--- config.mk ---
export PLATFORM = sky130hd
export DESIGN_NAME = iomem_cmd_master
export DESIGN_NICKNAME = d
export VERILOG_FILES = /design/src/rtl/iomem_cmd_master.sv
export SDC_FILE = /design/constraint.sdc
export NUM_CORES = 1
export LEC_CHECK = 0
export ABC_AREA = 0
export CAP_MARGIN = 15
export CORE_ASPECT_RATIO = 1.75
export CORE_MARGIN = 1.5
export CORE_UTILIZATION = 55
export DETAILED_ROUTE_END_ITERATION = 8
export PLACE_DENSITY = 0.81
export SLEW_MARGIN = 20
export SYNTH_ARGS = -nofsm -noshare
export SYNTH_HDL_FRONTEND = slang
export SYNTH_SLANG_ARGS = --single-unit
--- constraint.sdc ---
create_clock -name CLKOUT -period 6.9 [get_ports CLKOUT]
set_input_delay 0.69 -clock CLKOUT [delete_from_list [all_inputs] [get_ports CLKOUT]]
set_output_delay 0.69 -clock CLKOUT [all_outputs]
set_load 0.01 [all_outputs]
--- src/rtl/iomem_cmd_master.sv ---
// iomem_cmd_master
//   Byte-stream to iomem bus initiator. It parses fixed-format command frames
//   from a byte stream, issues one iomem transaction per frame, and streams
//   back the response bytes.
//     Write frame: 0x57, addr[4], strb[1], data[4]  (little-endian) -> 0x4B
//     Read frame : 0x52, addr[4]                    (little-endian) -> 0x4B + rdata[4]
//     Bad opcode -> 0x45 ('E'); bus timeout -> 0x54 ('T')
// Ports
//   CLKOUT, resetn         : clock, synchronous active-low reset
//   in_valid/ready/data    : command byte stream (sink)
//   out_valid/ready/data   : response byte stream (source)
//   iomem_*                : bus initiator side, one outstanding transaction
//   busy                   : high whenever the parser is not idle in OP
module iomem_cmd_master #(
  parameter int unsigned TIMEOUT_CYCLES = 255,
  parameter int unsigned CNT_W          = 16
) (
  input  logic        CLKOUT,
  input  logic        resetn,
  input  logic        in_valid,
  output logic        in_ready,
  input  logic [7:0]  in_data,
  output logic        out_valid,
  input  logic        out_ready,
  output logic [7:0]  out_data,
  output logic        iomem_valid,
  input  logic        iomem_ready,
  output logic [3:0]  iomem_wstrb,
  output logic [31:0] iomem_addr,
  output logic [31:0] iomem_wdata,
  input  logic [31:0] iomem_rdata,
  output logic        busy
);
  typedef enum logic [2:0] {OP, ADDR, STRB, DATA, BUS, RESP} state_t;

  state_t           r_state;
  logic             r_is_wr;
  logic [1:0]       r_idx;     // byte index within addr/data field
  logic [CNT_W-1:0] r_cnt;     // bus wait counter
  logic [31:0]      r_rdata;
  logic [2:0]       r_ridx;    // index of response byte currently presented
  logic [2:0]       r_rlast;   // index of the final response byte

  logic             w_in_acc, w_out_acc, w_tmo;
  logic [CNT_W-1:0] w_cnt_nxt;

  assign w_in_acc  = in_valid && in_ready;
  assign w_out_acc = out_valid && out_ready;
  assign w_cnt_nxt = r_cnt + 1'b1;
  // A zero limit disables the abort entirely.
  assign w_tmo     = (TIMEOUT_CYCLES != 0) && (w_cnt_nxt == CNT_W'(TIMEOUT_CYCLES));
  assign busy      = (r_state != OP);

  always_ff @(posedge CLKOUT) begin
    if (!resetn) begin
      r_state     <= OP;
      r_is_wr     <= 1'b0;
      r_idx       <= '0;
      r_cnt       <= '0;
      r_rdata     <= '0;
      r_ridx      <= '0;
      r_rlast     <= '0;
      in_ready    <= 1'b1;
      out_valid   <= 1'b0;
      out_data    <= '0;
      iomem_valid <= 1'b0;
      iomem_wstrb <= '0;
      iomem_addr  <= '0;
      iomem_wdata <= '0;
    end else begin
      case (r_state)
        OP: if (w_in_acc) begin
          if (in_data == 8'h57 || in_data == 8'h52) begin
            r_is_wr <= (in_data == 8'h57);
            r_idx   <= '0;
            r_state <= ADDR;
          end else begin
            in_ready  <= 1'b0;
            out_valid <= 1'b1;
            out_data  <= 8'h45;
            r_ridx    <= '0;
            r_rlast   <= '0;
            r_state   <= RESP;
          end
        end
        ADDR: if (w_in_acc) begin
          iomem_addr[{r_idx, 3'b000} +: 8] <= in_data;
          r_idx <= r_idx + 2'd1;
          if (r_idx == 2'd3) begin
            if (r_is_wr) begin
              r_state <= STRB;
            end else begin
              iomem_wstrb <= '0;
              in_ready    <= 1'b0;
              iomem_valid <= 1'b1;
              r_cnt       <= '0;
              r_state     <= BUS;
            end
          end
        end
        STRB: if (w_in_acc) begin
          iomem_wstrb <= in_data[3:0];
          r_idx       <= '0;
          r_state     <= DATA;
        end
        DATA: if (w_in_acc) begin
          iomem_wdata[{r_idx, 3'b000} +: 8] <= in_data;
          r_idx <= r_idx + 2'd1;
          if (r_idx == 2'd3) begin
            in_ready    <= 1'b0;
            iomem_valid <= 1'b1;
            r_cnt       <= '0;
            r_state     <= BUS;
          end
        end
        BUS: begin
          // Ready wins over a timeout landing in the same cycle.
          if (iomem_ready) begin
            iomem_valid <= 1'b0;
            r_rdata     <= iomem_rdata;
            out_valid   <= 1'b1;
            out_data    <= 8'h4B;
            r_ridx      <= '0;
            r_rlast     <= r_is_wr ? 3'd0 : 3'd4;
            r_state     <= RESP;
          end else if (w_tmo) begin
            iomem_valid <= 1'b0;
            out_valid   <= 1'b1;
            out_data    <= 8'h54;
            r_ridx      <= '0;
            r_rlast     <= '0;
            r_state     <= RESP;
          end else begin
            r_cnt <= w_cnt_nxt;
          end
        end
        RESP: if (w_out_acc) begin
          if (r_ridx == r_rlast) begin
            out_valid <= 1'b0;
            in_ready  <= 1'b1;
            r_state   <= OP;
          end else begin
            // Byte 0 is the 'K'; byte k (k>=1) is rdata byte k-1.
            out_data <= r_rdata[{r_ridx[1:0], 3'b000} +: 8];
            r_ridx   <= r_ridx + 3'd1;
          end
        end
        default: r_state <= OP;
      endcase
    end
  end
endmodule

[Word-level counts from Yosys, hierarchy flattened]
Index checks and enable logic that the tools add are counted.
Storage, ports and cells
  bits in registers: 139
  bits of input ports: 45
  output and inout port bits: 80
Operators by class
  add/sub/neg operators: 4
  eq/ne operators: 26
  shift-type cells: 3
  multiplexer cells: 75
  reduce and logical (&&, ||, !) cells: 25
Operators by type and width (number)
  16-bit two-way mux: 7
  32-bit bitwise mux: 2
  3-bit two-way mux: 20
  8-bit two-way mux: 6
  16-bit one-hot mux with 3 select lines: 1
  8-bit by 7-bit variable shift with 32-bit output, first input constant: 1
  32-bit by 6-bit variable part select with 8-bit output: 1
  8-bit by 7-bit variable part select with 32-bit output: 1
  2-bit inequality test, second input constant: 14
  8-bit one-hot mux with 3 select lines: 1
  1-bit two-way mux: 22
  3-bit one-hot mux with 6 select lines: 1
  16-bit by 1-bit adder with 16-bit output, second input constant: 1
  16-bit by 8-bit == test with 1-bit output, second input constant: 1
  8-bit by 7-bit == test with 1-bit output, second input constant: 2
  4-bit two-way mux: 4
  6-bit AND reduction: 2
  3-bit nonzero test: 4
  10-bit AND reduction: 1
  5-bit AND reduction: 2
  3-bit one-hot mux with 3 select lines: 1
  9-bit AND reduction: 1
  2-bit two-way mux: 4
  4-bit one-hot mux with 2 select lines: 1
  25 further kinds: 32

[Logic depth before layout (Yosys ltp)]
  depth in word-level cells: 5
  mapped depth: 9
  gate-level depth less buffers: 8

[Least setup slack after synthesis]
Ideal clock, no wire load.
  path kind: reg-to-reg
  from: register r_cnt[0]
  to: register out_data[0]
  library setup time: 0.122 ns
  arrival: 2.378 ns
  required time: 6.778 ns
  slack: 4.401 ns
  stages on the path, launching flop included: 9
  cells stage by stage: dfxtp_1 ha_1 nand3_4 nor4_1 xor2_1 or4_4 o21ai_4 nand2_2 o311a_1
Between the ends
  cells in the longest elaborated chain, start to end: 4
Ends and longest elaborated chain
  from (decl): line 39  | logic [CNT_W-1:0] r_cnt;
  from (signal assigned): line 134  | r_cnt <= w_cnt_nxt;
  16-bit by 1-bit adder with 16-bit output: line 49  | assign w_cnt_nxt = r_cnt + 1'b1;
  16-bit by 8-bit == test with 1-bit output: line 51  | assign w_tmo = (TIMEOUT_CYCLES != 0) && (w_cnt_nxt == CNT_W'(TIMEOUT_CYCLES));
  3-bit inequality test (no line)
  6-bit AND reduction (no line)
  to (signal assigned): line 144  | out_data <= r_rdata[{r_ridx[1:0], 3'b000} +: 8];
  to (decl): line 25  | output logic [7:0] out_data,
Every way passes these cells.
A chain may end at the register's enable or synchronous reset.

[Worst setup path after layout]
Ends and elaborated chain as after synthesis.

==> results.ini <==
[global_routing]
antenna_found_initial = 0
grt_start_max_net_pins = 75
grt_pass1_wl_um = 27280
grt_pass1_vias = 5670
grt-ovfl-total = 0
gr-usage-all-layers_pct = 30.56

[timing]
worst_slew_pin_slew_ns = 0.9996
min_period_ns = 3.447
finalCritPeriodShare_pct = 49.95
slew_violations = 0
setup_viol = 0
fmax_mhz = 290.1
max_slew_margin_pct = 33.28
finalClockSkew_ns = 0.008184
hold_viol = 0
setup_tns_ns = 0
rsz0062_at_grt = no

[power]
leakage_nw = 2.628
internal_power_mw = 1.694
power.density_mw_per_mm2 = 300.9
sw_frac_of_total_pct = 28.31
p_switching_uw = 668.8
clockPowerShare_pct = 42.2
p_seq_share_pct = 38.7
comb_power_share_pct = 19.1
peakVddDrop_v = 0.0002457

[synth]
ys.warnings.count = 0
syn_area_sq_mm = 0.005976
synth_seq_area_share_pct = 45.90
synthDominantCellAreaShare_pct = 45.90
synth-edff-count = 0
ys_ff_latch = 137
syn_nets = 788
synthCells = 735
synth_top_cell_by_area = dfxtp_1
synthTopCellsByArea = dfxtp_1, nand2_1, a21oi_1, nand3_1, clkbuf_1
ys.flop_type = dfxtp_1
ys_types = 53
async_reset_ff_share_pct = 0
avgSynthCellArea_sq_um = 8.130

[finish]
antenna_cells = 0
area_delta_synth_final_pct = 31.37
fill_cells = 819
layout_common_cells = nand2_1, dfxtp_1, clkdlybuf4s50_1
fin_nets = 880
final_common_cell = nand2_1
fin_cells = 969
drive_gt1_share_pct = 6.794

[worst_setup_path]
crit_arrival_ns = 3.74
start_kind = flip-flop
end_kind = flip-flop
rrSetupSlack_ns = 3.45
crit_required_ns = 7.20
crit_path_max_fanout = 36
path_class = flip-flop to flip-flop
r2r_cells = 8
r2r_start = r_cnt[0]
r2r_end = out_data[0]

[route]
drc = 0
dr_total_vias = 5884
antenna_left = 0
drtIter0Drc = 431
dr.pass1.iters = 5
vias_per_cell = 6.072
wirelength_um = 17380
wire_per_inst_um = 17.93

[hold_path]
hold_depth = 2
hold_end = r_rdata[0]
min_path_type = flip-flop to flip-flop
holdCritStartpoint = r_rdata[0]

[place]
dpl.hpwl_um = 11650
dpl.cell_count = 938
gp_congestion = 0.8999
io_buffers = 124

[outcome]
run_status = finished clean

[floorplan]
fp.dieH_um = 140.9
core_sq_mm = 0.01064
rows = 50
dieArea_sq_mm = 0.01152
num_io_pins = 125
die_x_um = 81.80
initial_utilization_pct = 56.19

[clock_network]
cts_htree_levels = 4
numCtsBuffers = 17
postCtsSetupRepairBufs = 0
cts_tree = done
cts_buffer_depth = 2
clockRootBuffer = clkbuf_16
cts.sinks = 137
holdBufCountCts = 0
cts_resized = 0
worstSkewPairLatency_ns = 0.42
cts.clk_slew.worst_paths_ns = 0.06

[flow_run]
cap_violations = 0

==> sequential cells by signal (all words and copies together) (netlist names) <==
signal / cells
iomem_addr: 32
r_is_wr: 1
r_idx: 2
in_ready: 1
out_valid: 1
r_rdata: 32
out_data: 8
r_ridx: 3
r_cnt: 16
iomem_valid: 1
r_state: 3
r_rlast: 1
iomem_wstrb: 4
iomem_wdata: 32
==> kinds of logic after synthesis <==
logic type | Yosys count | synth area share [%]
muxes | 14 | 4.041
buffers and inverters | 70 | 4.564
and+or+nand+nor | 322 | 24.90
AOI/OAI and AO/OA | 174 | 17.46
adders and majority gates | 8 | 1.675
xor gates and xnor gates | 10 | 1.466
DFF | 137 | 45.90
==> worst max-delay path, cell delays in order, from the launching register on <==
cell,delay (ns)
dfxtp_1,0.43
ha_1,0.31
nand3_4,0.15
nor4_1,0.40
xor2_1,0.13
or4_4,0.45
o21ai_4,0.73
nand2_2,0.31
o311a_1,0.41
==> worst max path at each step <==
stage	from	end	slack, ns
after detailed placement	resetn	iomem_wdata[19]	3.16
after global placement	resetn	r_state[0]	3.28
after floorplan	r_cnt[0]	out_data[0]	4.40
after CTS	r_cnt[0]	out_data[0]	3.47
after global routing	r_cnt[0]	out_data[0]	3.20
final	r_cnt[0]	out_data[0]	3.45
==> power by group through the flow <==
stage               Sequential [mW]  Combinational (mW)  Clock, mW
CTS                           0.912               0.447       1.00
detailed placement            0.928               0.444          0
finish                        0.914               0.452      0.997
global placement              0.924               0.430          0
floorplan                     0.908               0.304          0
global route                  0.922               0.494       1.04
==> layer usage <==
layer / vias up / GRT usage [%] / part of all wire, %
met1: 2788 / 33.09 / 36
met5: - / 0 / 0
li1: 2779 / - / -
met4: 0 / 12.85 / 3.0
met2: 268 / 54.79 / 54
met3: 49 / 7.249 / 6.6
==> synth_stat cells (all sizes together), types with 3 or more instances <==
cell	number
o311a	3
nor2	40
and2	3
a22oi	16
nand3	78
clkbuf	52
dfxtp	137
o41ai	3
and3	13
o21ai	12
mux4	8
nand4	12
buf	4
nand2	144
a311oi	4
or3	5
nor3	14
a31oi	6
ha	8
nor4	6
inv	13
o2111ai	4
a21oi	107
a31o	3
xnor2	5
o21a	4
mux2i	5
xor2	5
==> through the flow <==
| step | power (mW) | hold slack, ns | cell area, sq um | setup slack (ns) | util, % |
|---|---|---|---|---|---|
| 2_1_floorplan | 1.212 | 0.4331 | 5976 | 4.401 | - |
| 3_3_place_gp | 1.354 | 0.4405 | 7198 | 3.277 | 67.68 |
| 3_5_place_dp | 1.373 | 0.4467 | 7198 | 3.157 | 67.68 |
| 4_1_cts | 2.363 | 0.4549 | 7850 | 3.467 | 73.81 |
| 5_1_grt | 2.453 | 0.4689 | 7850 | 3.203 | 73.81 |
| 6_report | 2.362 | 0.4541 | 7850 | 3.453 | 73.81 |
==> final cells by class <==
type | instances | area (sq um) | share of cell area [%]
clock buffer | 20 | 456.7 | 5.818
clock inverter | 11 | 195.2 | 2.486
inverter | 14 | 53.80 | 0.6854
multi-input combinational | 528 | 2960 | 37.71
sequential | 137 | 2743 | 34.94
tap | 130 | 162.7 | 2.072
timing repair buffer | 129 | 1279 | 16.29
(Power assumes the default switching activity.)
